## src/rtl/pipeline_addsub_pkg.sv

```systemverilog
// pipeline_addsub_pkg: shared defaults and elaboration helpers for the slice-pipelined adder/subtractor
package pipeline_addsub_pkg;
    localparam int DEF_WIDTH = 32;
    localparam int DEF_SLICE = 4;
    function automatic int num_stages(input int width, input int slice);
        return width / slice;
    endfunction
    function automatic bit geometry_ok(input int width, input int slice);
        return slice > 0 && width >= slice && width % slice == 0;
    endfunction
endpackage

```

## src/rtl/pipeline_addsub_param_if.sv

```systemverilog
// pipeline_addsub_param_if: operand/result handshake bus between producer, adder pipeline and consumer
interface pipeline_addsub_param_if
    import pipeline_addsub_pkg::*;
#(
    parameter int WIDTH = DEF_WIDTH
);
    logic             in_valid;
    logic             in_ready;
    logic [WIDTH-1:0] a;
    logic [WIDTH-1:0] b;
    logic             cin;
    logic             sub;
    logic             out_valid;
    logic             out_ready;
    logic [WIDTH-1:0] sum;
    logic             cout;
    logic             ovf;
    modport master (
        output in_valid, a, b, cin, sub, out_ready,
        input  in_ready, out_valid, sum, cout, ovf
    );
    modport slave (
        input  in_valid, a, b, cin, sub, out_ready,
        output in_ready, out_valid, sum, cout, ovf
    );
endinterface

```

## src/rtl/addsub_slice.sv

```systemverilog
// addsub_slice: combinational carry-select slice; both carry-in cases resolved, then muxed on ci
module addsub_slice #(
    parameter int W = 4
) (
    input  logic [W-1:0] a,
    input  logic [W-1:0] b,
    input  logic         ci,
    output logic [W-1:0] s,
    output logic         co,
    output logic         cm
);
    logic [W:0] r0;
    logic [W:0] r1;
    assign r0 = {1'b0, a} + {1'b0, b};
    assign r1 = {1'b0, a} + {1'b0, b} + (W+1)'(1);
    assign {co, s} = ci ? r1 : r0;
    // carry into the MSB recovered from the MSB sum bit
    assign cm = s[W-1] ^ a[W-1] ^ b[W-1];
endmodule

```

## src/rtl/pipeline_addsub_param.sv

```systemverilog
// pipeline_addsub_param: slice-pipelined add/sub with skew/deskew, valid/ready backpressure and flush
module pipeline_addsub_param
    import pipeline_addsub_pkg::*;
#(
    parameter int WIDTH = DEF_WIDTH,
    parameter int SLICE = DEF_SLICE
) (
    input logic clk,
    input logic reset,
    input logic flush,
    pipeline_addsub_param_if.slave bus
);
    localparam int NS = num_stages(WIDTH, SLICE);

    if (!geometry_ok(WIDTH, SLICE)) begin : g_bad
        $error("pipeline_addsub_param: WIDTH must be a positive multiple of SLICE");
    end

    logic             adv;
    logic             c_eff;
    logic             cm_top;
    logic             ovf_r;
    logic [WIDTH-1:0] b_eff;
    logic [WIDTH-1:0] sum_w;
    logic [NS-1:0]    v;
    logic [NS-1:0]    cy;
    logic [NS-1:0]    co_w;

    // one global enable: the whole pipeline freezes while the consumer stalls a valid result
    assign adv           = !v[NS-1] || bus.out_ready;
    assign bus.in_ready  = adv;
    assign bus.out_valid = v[NS-1];
    assign bus.sum       = sum_w;
    assign bus.cout      = cy[NS-1];
    assign bus.ovf       = ovf_r;
    assign b_eff         = bus.sub ? ~bus.b : bus.b;
    assign c_eff         = bus.sub ? ~bus.cin : bus.cin;

    always_ff @(posedge clk or posedge reset) begin
        if (reset) begin
            v     <= '0;
            cy    <= '0;
            ovf_r <= 1'b0;
        end else begin
            if (adv) begin
                cy    <= co_w;
                ovf_r <= cm_top ^ co_w[NS-1];
            end
            if (flush) v <= '0;
            else if (adv) v <= (v << 1) | NS'(bus.in_valid);
        end
    end

    for (genvar k = 0; k < NS; k++) begin : g_s
        logic [SLICE-1:0] a_s;
        logic [SLICE-1:0] b_s;
        logic [SLICE-1:0] oa;
        logic [SLICE-1:0] ob;
        logic [SLICE-1:0] s;
        logic             ci;
        logic             cm;
        logic [SLICE-1:0] rs [NS-k];
        assign a_s = bus.a[k*SLICE +: SLICE];
        assign b_s = b_eff[k*SLICE +: SLICE];
        if (k == 0) begin : g_d
            assign oa = a_s;
            assign ob = b_s;
            assign ci = c_eff;
        end else begin : g_d
            // input skew: slice k operands wait k stages for their carry
            logic [SLICE-1:0] sa [k];
            logic [SLICE-1:0] sb [k];
            always_ff @(posedge clk or posedge reset) begin
                if (reset) begin
                    for (int j = 0; j < k; j++) begin
                        sa[j] <= '0;
                        sb[j] <= '0;
                    end
                end else if (adv) begin
                    sa[0] <= a_s;
                    sb[0] <= b_s;
                    for (int j = 1; j < k; j++) begin
                        sa[j] <= sa[j-1];
                        sb[j] <= sb[j-1];
                    end
                end
            end
            assign oa = sa[k-1];
            assign ob = sb[k-1];
            assign ci = cy[k-1];
        end
        addsub_slice #(.W(SLICE)) u_slice (
            .a  (oa),
            .b  (ob),
            .ci (ci),
            .s  (s),
            .co (co_w[k]),
            .cm (cm)
        );
        // output deskew: slice k result waits NS-1-k more stages so all slices leave together
        always_ff @(posedge clk or posedge reset) begin
            if (reset) begin
                for (int j = 0; j < NS - k; j++) rs[j] <= '0;
            end else if (adv) begin
                rs[0] <= s;
                for (int j = 1; j < NS - k; j++) rs[j] <= rs[j-1];
            end
        end
        assign sum_w[k*SLICE +: SLICE] = rs[NS-k-1];
        if (k == NS - 1) begin : g_o
            assign cm_top = cm;
        end else begin : g_o
            logic unused_cm;
            assign unused_cm = cm;
        end
    end
endmodule

```

## src/flat_wrapper.sv

```systemverilog
// flat-port wrapper written by rule: the top's interface ports become plain ports
module pipeline_addsub_param_flat import pipeline_addsub_pkg::*;
#(
    parameter int WIDTH = DEF_WIDTH,
    parameter int SLICE = DEF_SLICE
)
  (clk, reset, flush, bus_in_valid, bus_a, bus_b, bus_cin, bus_sub, bus_out_ready, bus_in_ready, bus_out_valid, bus_sum, bus_cout, bus_ovf);
  pipeline_addsub_param_if #(.WIDTH(WIDTH)) bus_i ();
  input logic clk;
  input logic reset;
  input logic flush;
  input wire logic [$bits(bus_i.in_valid)-1:0] bus_in_valid;
  input wire logic [$bits(bus_i.a)-1:0] bus_a;
  input wire logic [$bits(bus_i.b)-1:0] bus_b;
  input wire logic [$bits(bus_i.cin)-1:0] bus_cin;
  input wire logic [$bits(bus_i.sub)-1:0] bus_sub;
  input wire logic [$bits(bus_i.out_ready)-1:0] bus_out_ready;
  output wire logic [$bits(bus_i.in_ready)-1:0] bus_in_ready;
  output wire logic [$bits(bus_i.out_valid)-1:0] bus_out_valid;
  output wire logic [$bits(bus_i.sum)-1:0] bus_sum;
  output wire logic [$bits(bus_i.cout)-1:0] bus_cout;
  output wire logic [$bits(bus_i.ovf)-1:0] bus_ovf;
  assign bus_i.in_valid = bus_in_valid;
  assign bus_i.a = bus_a;
  assign bus_i.b = bus_b;
  assign bus_i.cin = bus_cin;
  assign bus_i.sub = bus_sub;
  assign bus_i.out_ready = bus_out_ready;
  assign bus_in_ready = bus_i.in_ready;
  assign bus_out_valid = bus_i.out_valid;
  assign bus_sum = bus_i.sum;
  assign bus_cout = bus_i.cout;
  assign bus_ovf = bus_i.ovf;
  pipeline_addsub_param #(.WIDTH(WIDTH), .SLICE(SLICE)) u_core (.clk(clk), .reset(reset), .flush(flush), .bus(bus_i));
endmodule
```

## config.mk

```make
export PLATFORM = sky130hd
export DESIGN_NAME = pipeline_addsub_param_flat
export DESIGN_NICKNAME = d
export VERILOG_FILES = /design/src/rtl/pipeline_addsub_pkg.sv /design/src/rtl/pipeline_addsub_param_if.sv /design/src/rtl/addsub_slice.sv /design/src/rtl/pipeline_addsub_param.sv /design/src/flat_wrapper.sv
export SDC_FILE = /design/constraint.sdc
export NUM_CORES = 1
export LEC_CHECK = 0
export ABC_AREA = 1
export ABC_CLOCK_PERIOD_IN_PS = 13350
export BUFFER_PORTS_ARGS = -buffer_cell sky130_fd_sc_hd__buf_2
export CORE_MARGIN = 1.5
export CORE_UTILIZATION = 43
export DETAILED_ROUTE_END_ITERATION = 6
export PLACE_DENSITY_LB_ADDON = 0.08
export SLEW_MARGIN = 30
export SYNTH_ARGS = -nofsm -noshare
export SYNTH_HDL_FRONTEND = slang
export SYNTH_SLANG_ARGS = --single-unit
```

## constraint.sdc

```tcl
create_clock -name clk -period 13.35 [get_ports clk]
set_clock_uncertainty 0.05 [all_clocks]
set_input_delay 0.6675 -clock clk [delete_from_list [all_inputs] [get_ports clk]]
set_output_delay 0.6675 -clock clk [all_outputs]
set_load 0.01 [all_outputs]
```

# Word-level counts from Yosys, hierarchy flattened
# Cells that the tools add are included.
[classes] eq_ne=0 n_addsub=16 n_mul=0 order_cmp=0 n_mux=12 n_div=0 n_bitwise=6 shifts=0 n_reduce_logical=3
[op_table] cell="$add A4 B4 Y5" n=8
[op_table] cell="$add A5 B1 Y5 const B" n=8
[op_table] cell="$mux W5" n=8
[op_table] cell="$mux W32" n=1
[op_table] cell="$not A32 Y32" n=1
[op_table] cell="$mux W8" n=2
[op_table] cell="$or A8 B1 Y8" n=1
[op_table] cell="$xor A1 B1 Y1" n=3
[op_table] cell="$reduce_bool A2 Y1" n=1
[op_table] cell="$logic_not A1 Y1" n=1
[op_table] cell="$logic_or A1 B1 Y1" n=1
[op_table] cell="$mux W1" n=1
[op_table] cell="$not A1 Y1" n=1
[word_totals] rom_bits=0 ram_bits=0 ff_bits=385 out_inout_bits=36 latchBits=0 in_bits=71 n_memories=0

# Depth between registers and ports, before layout
# Gate-level depths: netlist of the first run.
[logic_depth] word_depth=6 ltp_mapped=13 mapped_depth_nobuf=13

# By module
# From an unflattened synthesis of the first run, not the netlist that was laid out.
[hier_totals] hier_cells=2036 area_unflattened_um2=17581.9
[by_module_without_submodules] module="pipeline_addsub_param" area_each_um2=14939.3 n_inst=1 cells_per_inst=1620
[by_module_without_submodules] module="addsub_slice" area_each_um2=330.3 n_inst=8 cells_per_inst=52

# Worst setup path before layout of the first run
# No wires, ideal clock.
[synth_path] path_type="input to register" from="in bus_sub" to="reg u_core.cy[0]" t_arrival_ns=2.600 path_slack_ns=10.635 t_required_ns=13.235 path_stages=13 path_cell_list="buf_4 -> buf_2 -> xor2_1 -> ha_1 -> inv_1 -> fa_1 -> inv_1 -> ha_1 -> inv_1 -> nor3_2 -> a21oi_1 -> nand3b_1 -> nand2_1"
[synth_between] elab_chain_len=4 elab_cells_between_ends=5
[synth_rtl] item="from (decl)" line="flat_wrapper.sv:16" rtl="input wire logic [$bits(bus_i.sub)-1:0] bus_sub;"
[synth_rtl] item="$mux W32" line="pipeline_addsub_param.sv:36" rtl="assign b_eff = bus.sub ? ~bus.b : bus.b;"
[synth_rtl] item="$add A4 B4 Y5" line="addsub_slice.sv:14, addsub_slice.sv:15"
[synth_rtl] item="$add A5 B1 Y5" line="addsub_slice.sv:15" rtl="assign r1 = {1'b0, a} + {1'b0, b} + (W+1)'(1);"
[synth_rtl] item="$mux W5 (*)" line="addsub_slice.sv:16" rtl="assign {co, s} = ci ? r1 : r0;"
[synth_rtl] item="to (signal assigned)" line="pipeline_addsub_param.sv:46" rtl="cy <= co_w;"
[synth_rtl] item="to (decl)" line="pipeline_addsub_param.sv:26" rtl="logic [NS-1:0] cy;"
# Every way passes the cells marked *; elsewhere a longest branch is shown, timed or not.
# A chain may end at the register's enable or synchronous reset.

# Worst setup path after layout of the first run
[layout_path] from="reg u_core.v[7]" to="reg u_core.cy[6]"
[layout_between] elab_chain_len=2
[layout_rtl] item="from (decl)" line="pipeline_addsub_param.sv:25" rtl="logic [NS-1:0] v;"
[layout_rtl] item="from (signal assigned)" line="pipeline_addsub_param.sv:50" rtl="else if (adv) v <= (v << 1) | NS'(bus.in_valid);"
[layout_rtl] item="$logic_not A1 Y1" line="pipeline_addsub_param.sv:30" rtl="assign adv = !v[NS-1] || bus.out_ready;"
[layout_rtl] item="$logic_or A1 B1 Y1" line="pipeline_addsub_param.sv:30"
# No other way between the ends.

==> results of run 1 <==
cell usage after synthesis, types with 6 or more instances:
cell type,number,area (µm²)
nand2_1,1041,3908
dfrtp_1,385,9634
inv_1,91,341.6
buf_2,77,385.4
nand3_1,59,295.3
o21ai_0,56,280.3
ha_1,40,500.5
a21oi_1,33,165.2
buf_4,30,225.2
xnor2_1,30,262.8
nor2_1,23,86.33
clkbuf_1,10,37.54
nor3_1,10,50.05
o21ai_1,10,50.05
o21bai_1,9,67.56
fa_1,8,160.2
o31ai_1,7,52.55
nand3b_1,6,45.04
xor2_1,6,52.55
cells in the final DEF, fill, tap and decap left out, drive strengths merged:
cell type / n
nand2: 1041
nand3: 59
clkbuf: 63
buf: 117
dfrtp: 385
o21bai: 9
nor3: 14
o21ai: 66
bufinv: 4
o21a: 4
or2: 4
fa: 8
o31ai: 7
xnor2: 30
nand4: 3
nor2: 25
xor2: 6
ha: 40
a22o: 3
inv: 92
nand3b: 6
clkinv: 10
a31oi: 2
a21oi: 33
per-stage QoR:
step	util (%)	hold WS, ps
after floorplan	-	392.2
after global placement	45.17	398.8
after detailed placement	45.17	399.1
after CTS	48.95	189.0
after global routing	49.14	233.8
final	49.14	182.7
per-layer routing:
layer  up-vias  track usage, %  share of wire, %
met5         -               0                 0
met4         0           5.639               2.3
met3        51           3.003               3.5
met1      5676           24.11                49
met2       132           26.40                45
li1       6094               -                 -
flip-flops by register name, indices dropped and copies added (netlist names):
register,flops
u_core.bus.ovf,1
u_core.bus.sum,28
u_core.cy,8
u_core.g_s.g_d.sa,88
u_core.g_s.g_d.sb,88
u_core.g_s.oa,24
u_core.g_s.ob,24
u_core.g_s.rs,116
u_core.v,8
logic make-up after synthesis:
| group | after synthesis |
|---|---|
| simple gates | 1152 |
| buf+inv | 210 |
| xor+xnor | 36 |
| compound gates | 124 |
| fa+ha+maj | 48 |
| flops | 385 |
worst max path at each step:
stage | startpoint | endpoint | depth (start not counted) | slack (ps)
2_1_floorplan | reset | u_core.bus.ovf | 1 | 1930
3_3_place_gp | bus_out_ready | u_core.cy[6] | 7 | 9610
3_5_place_dp | bus_out_ready | u_core.cy[6] | 7 | 9550
4_1_cts | u_core.v[7] | u_core.g_s[6].rs[4] | 7 | 9850
5_1_grt | u_core.v[7] | u_core.g_s[6].rs[4] | 7 | 10060
6_report | u_core.v[7] | u_core.cy[6] | 7 | 10270
final cells by class:
class                      count  share of cell area, %
tap                          518                  3.421
inverter                      93                  1.948
multi-input combinational   1360                  32.44
clock inverter                13                 0.8717
clock buffer                  63                  6.829
timing repair buffer         117                  3.639
sequential                   385                  50.85
report_power, final:
part | switching, mW | internal, mW
combinational | 0.234 | 0.161
clock | 0.467 | 0.746
sequential | 0.109 | 1.36
total | 0.809 | 2.27
critical path, stage by stage (launching register included):
cell and delay (ps):
dfrtp_1 370, inv_1 90, nor2_4 70, clkinv_8 350, buf_4 760, buf_6 650
nand3_1 160, o21ai_1 110
==> run summary, run 1 <==
Post-synth EDFFs: 0
Status: complete, no violations
Critical path arrival: 3500 ps
Startpoint types: register
Routability cong.: 0.7683
Seq/Total Area, Yosys: 57.42%
Grt total ovfl: 0
Drt total wl: 32990 µm
Syn Area/Cell: 8.582 µm²
Vias in the first global route: 11680
PostCTS Resize Cnt: 0
HPWL Detailed: 18900 µm
Setup CP Type: register to register
Cell variety after synth: 28
Max cap viols: 0
F_max: 324.3 MHz
Register area: 9634 µm²
Row count: 72
Multi-input gate area: 6146 µm²
Post-synthesis compound-gate area fraction: 4.079%
Maximum vdd drop: 0.09074 mV
Core ar.: 38560 µm²
Syn nets: 2074
Max-slew violations: 0
CTS clk-pin slew, worst paths: 60 ps
Initial DRC Count: 610
Synth Register Bits: 385
# IOs: 107
Layout Cells excl Fill: 2549
Port Buffers: 106
Largest family of logic cells by synthesized area: simple AND/OR/NAND/NOR gates
Total number of vias: 11950
Normalized max-slew margin: 37.21%
Synth Area in XOR/XNOR: 1.879%
Least-Margin Pin Slew: 941.8 ps
H-Tree Level Count: 2
Worst min-delay path category: primary input to async pin
Post-synthesis mux area share: 0%
Setup ws final: 10270 ps
CTS sink count: 385
Dpl ws: 9554 ps
Drt pass-1 iters: 5
# hold bufs at CTS: 0
Antenna-violating nets left: 0
Initial antenna violation count: 0
Post-Synth Adder-Cell Area: 3.938%
WL/cell: 12.94 µm
Final nets: 2119
Worst Setup End Kind: register
Post-Place Cells: 2471
Final Hold Vio Count: 0
Largest net degree at the start of global routing: 227
Synth warn: 0
Root Driver: clkbuf_16
Synth async-reset ratio: 100.0%
Post-synth top flop: dfrtp_1
First-pass GRT wire length: 57350 µm
Final min period: 3084 ps
Cells on worst reg2reg path: 7
Pwr/cell area: 162.5 nW/µm²
CP max FO: 185
DIE HEIGHT: 200.5 µm
Die X: 200.5 µm
Fin Setup TNS: 0 ps
Die area: 40210 µm²
Design area: 18950 µm²
Starting Density: 43.51%
# fillers: 3781
GRT Total Usage: 16.97%
Fraction of layout cells with a size suffix above 1: 9.749%
Unrepaired setup endpoints after global routing: false
Critical path required time: 13770 ps
R2R setup slack: 10270 ps
Vias per std cell: 4.689
FF-to-FF End: u_core.cy[6]
Leak: 9.785 nW
Simple-gate share of the synthesized area: 26.74%
Post-Syn Area: 16780 µm²
DP Area: 17420 µm²
CTS Buf Count: 43
Clock latency on the worst-skew pair: 550 ps
Final setup fails: 0
P&R area growth vs syn: 12.92%
Total power: 3.078 mW
Part of the cycle the worst path needs: 23.10%
Critical R2R Launch: u_core.v[7]
TritonCTS clock tree: built
Synth Instances: 1955
CTS Buffer Depth: 3
Diodes inserted: 0
Setup bufs post-CTS: 0
Drt drc: 0
No activity file was read; power rests on OpenSTA's default activity.
==> inputs of run 2 (changes only) <==
- ABC_AREA: 1 -> 0
- ABC_CLOCK_PERIOD_IN_PS: 13350 -> 3220
- clock period: 13.35 -> 3.22 ns (I/O delays scaled with it)
==> run summary, run 2 <==
DIE HEIGHT: 198.4 µm (was 200.5 µm)
Maximum vdd drop: 0.4339 mV (was 0.09074 mV)
Row count: 71 (was 72)
Top-count cell post-synth: nand2_1 (unchanged)
First-pass GRT wire length: 55610 µm (was 57350 µm)
Die area: 39360 µm² (was 40210 µm²)
Synth async-reset ratio: 100.0% (unchanged)
Synth Register Bits: 385 (unchanged)
Number of flip-flops under the largest register name: 116 (unchanged)
Initial antenna violation count: 0 (unchanged)
Design area: 19310 µm² (was 18950 µm²)
F_max: 395.0 MHz (was 324.3 MHz)
Layout Cells excl Fill: 2491 (was 2549)
Critical path required time: 3600 ps (was 13770 ps)
Port Buffers: 106 (unchanged)
Met3 Usage GRT: 3.357% (was 3.003%)
# IOs: 107 (unchanged)
P&R area growth vs syn: 17.65% (was 12.92%)
CP max FO: 4 (was 185)
Initial DRC Count: 597 (was 610)
Starting Density: 43.58% (was 43.51%)
Dpl ws: 740.5 ps (was 9554 ps)
Synth area leader: dfrtp_1 (unchanged)
Leak: 9.796 nW (was 9.785 nW)
Max-slew violations: 0 (unchanged)
PostCTS Resize Cnt: 0 (unchanged)
Worst Path Buf+Inv: 2 (was 4)
Met2 Use GR: 27.73% (was 26.40%)
Crit-path cells: ha_1, inv_1, fa_1, inv_1, ha_1, nand2_1, or4_1, a2bb2oi_1, nand3_2, xnor2_1, o21ai_1 (was inv_1, nor2_4, clkinv_8, buf_4, buf_6, nand3_1, o21ai_1)
Drt total wl: 32340 µm (was 32990 µm)
Slowest Stage Delay on Critical Path: 440 ps (was 760 ps)
Most frequent cells in the layout: nand2_1 (968), dfrtp_1 (385), buf_2 (106) (was nand2_1 (1041), dfrtp_1 (385), buf_2 (106))
CTS sink count: 385 (unchanged)
Routing usage on met1: 24.15% (was 24.11%)
Seq/Total Area, Yosys: 58.69% (was 57.42%)
Worst-path cell with the longest stage delay: or4_1 (was buf_4)
Final setup fails: 0 (unchanged)
Syn Area/Cell: 8.926 µm² (was 8.582 µm²)
Worst-case hold slack: 38.43 ps (was 182.7 ps)
Drt pass-1 iters: 6 (was 5)
Registers with the most flip-flops: u_core.g_s.rs: 116 flops, u_core.g_s.g_d.sa: 88 flops, u_core.g_s.g_d.sb: 88 flops (unchanged)
Final Hold Vio Count: 0 (unchanged)
Fin Setup TNS: 0 ps (unchanged)
Post-synth top cells: nand2_1 (968), dfrtp_1 (385), clkbuf_1 (73) (was nand2_1 (1041), dfrtp_1 (385), inv_1 (91))
Routability cong.: 0.7544 (was 0.7683)
Unrepaired setup endpoints after global routing: false (unchanged)
Post-Place Cells: 2355 (was 2471)
H-Tree Level Count: 2 (unchanged)
DP Area: 17300 µm² (was 17420 µm²)
CP delay by family, top: adder cells (was buffers and inverters)
Post-synth top flop: dfrtp_1 (unchanged)
Vias per std cell: 4.641 (was 4.689)
Startpoint types: register (unchanged)
Commonest non-fill, non-tap cell in the layout: nand2_1 (unchanged)
CTS clk-pin slew, worst paths: 60 ps (about the same)
GRT Total Usage: 17.39% (was 16.97%)
Die X: 198.4 µm (was 200.5 µm)
Diodes inserted: 0 (unchanged)
Setup bufs post-CTS: 0 (unchanged)
HPWL Detailed: 19790 µm (was 18900 µm)
Ranking of synthesized cells by area: dfrtp_1 (59%), nand2_1 (22%), xnor2_1 (3.2%) (was dfrtp_1 (57%), nand2_1 (23%), ha_1 (3.0%))
Setup ws final: 688.7 ps (was 10270 ps)
Drt drc: 0 (unchanged)
Critical path arrival: 2910 ps (was 3500 ps)
Fraction of layout cells with a size suffix above 1: 10.35% (was 9.749%)
Core ar.: 37670 µm² (was 38560 µm²)
Antenna-violating nets left: 0 (unchanged)
Grt total ovfl: 0 (unchanged)
Root Driver: clkbuf_16 (unchanged)
Synth warn: 0 (unchanged)
CTS Buf Count: 43 (unchanged)
Status: complete, no violations (unchanged)
Synth Instances: 1839 (was 1955)
Largest Register: u_core.g_s.rs (unchanged)
Largest net degree at the start of global routing: 110 (was 227)
Max cap viols: 0 (unchanged)
CTS Buffer Depth: 3 (unchanged)
Worst Setup End Kind: register (unchanged)
Syn nets: 1958 (was 2074)
Post-synth EDFFs: 0 (unchanged)
# hold bufs at CTS: 63 (was 0)
Total number of vias: 11560 (was 11950)
Normalized max-slew margin: 39.53% (was 37.21%)
Worst min-delay path category: primary input to register (was primary input to async pin)
Final nets: 2071 (was 2119)
Final min period: 2531 ps (was 3084 ps)
Pwr/cell area: 669.5 nW/µm² (was 162.5 nW/µm²)
Vias in the first global route: 11270 (was 11680)
Part of the cycle the worst path needs: 78.61% (was 23.10%)
Post-synth top area share: 58.69% (was 57.42%)
Setup CP Type: register to register (unchanged)
WL/cell: 12.98 µm (was 12.94 µm)
GR peak layer: met2 (unchanged)
Least-Margin Pin Slew: 907.1 ps (was 941.8 ps)
Clock latency on the worst-skew pair: 560 ps (was 550 ps)
Cell variety after synth: 34 (was 28)
TritonCTS clock tree: built (unchanged)
Post-Syn Area: 16420 µm² (was 16780 µm²)
run 2: cells by family (layout without fill, tap and decap cells):
family / after synthesis / count (layout) / share of synthesized area, %
and+or+nand+nor: 1025 / 1025 / 23.77
DFF: 385 / 385 / 58.69
adders and majority gates: 48 / 48 / 4.024
xor gates and xnor gates: 83 / 83 / 4.604
buffers and inverters: 166 / 307 / 4.573
AOI/OAI and AO/OA: 132 / 132 / 4.337
run 2: cell type report:
type,instances,area (µm²)
fill,3665,18350
sequential,385,9634
multi-input combinational,1288,6038
timing repair buffer,192,1446
clock buffer,60,1281
tap,511,639.4
inverter,42,168.9
clock inverter,13,105.1
run 2: report_power, final:
part           switching (mW)  leakage, nW  internal, mW
sequential              0.529         4.52          5.77
clock                    1.94        0.698          2.84
combinational           0.996         4.58         0.850
run 2: worst min-delay path: stages:
cell,delay [ps]
buf_2,190
xnor2_1,190
o21ai_1,60
run 2: worst paths after layout:
check                      depth (start not counted)           startpoint                       to  slack (ps)
max                                               11  u_core.g_s[7].ob[0]           u_core.bus.ovf         690
min                                                3              bus_sub  u_core.g_s[3].g_d.sb[8]          40
max reg2reg                                       11  u_core.g_s[7].ob[0]           u_core.bus.ovf         690
min reg2reg                                        2    u_core.bus.sum[1]        u_core.bus.sum[1]         410
max in group asynchronous                          4                reset  u_core.g_s[3].g_d.sa[8]        2120
min in group asynchronous                          3                reset     u_core.g_s[1].rs[16]          90
run 2: metrics by stage:
stage          total power [mW]  utilization (%)
3_3_place_gp              8.142            45.92
6_report                  12.93            51.28
5_1_grt                   13.73            51.28
4_1_cts                   13.18            51.28
2_1_floorplan             7.765                -
3_5_place_dp              8.213            45.92
run 2: routing by layer:
layer / vias up / share of wire (%)
met3: 52 / 3.3
met5: - / 0
met1: 5537 / 49
li1: 5848 / -
met4: 0 / 2.3
met2: 124 / 45
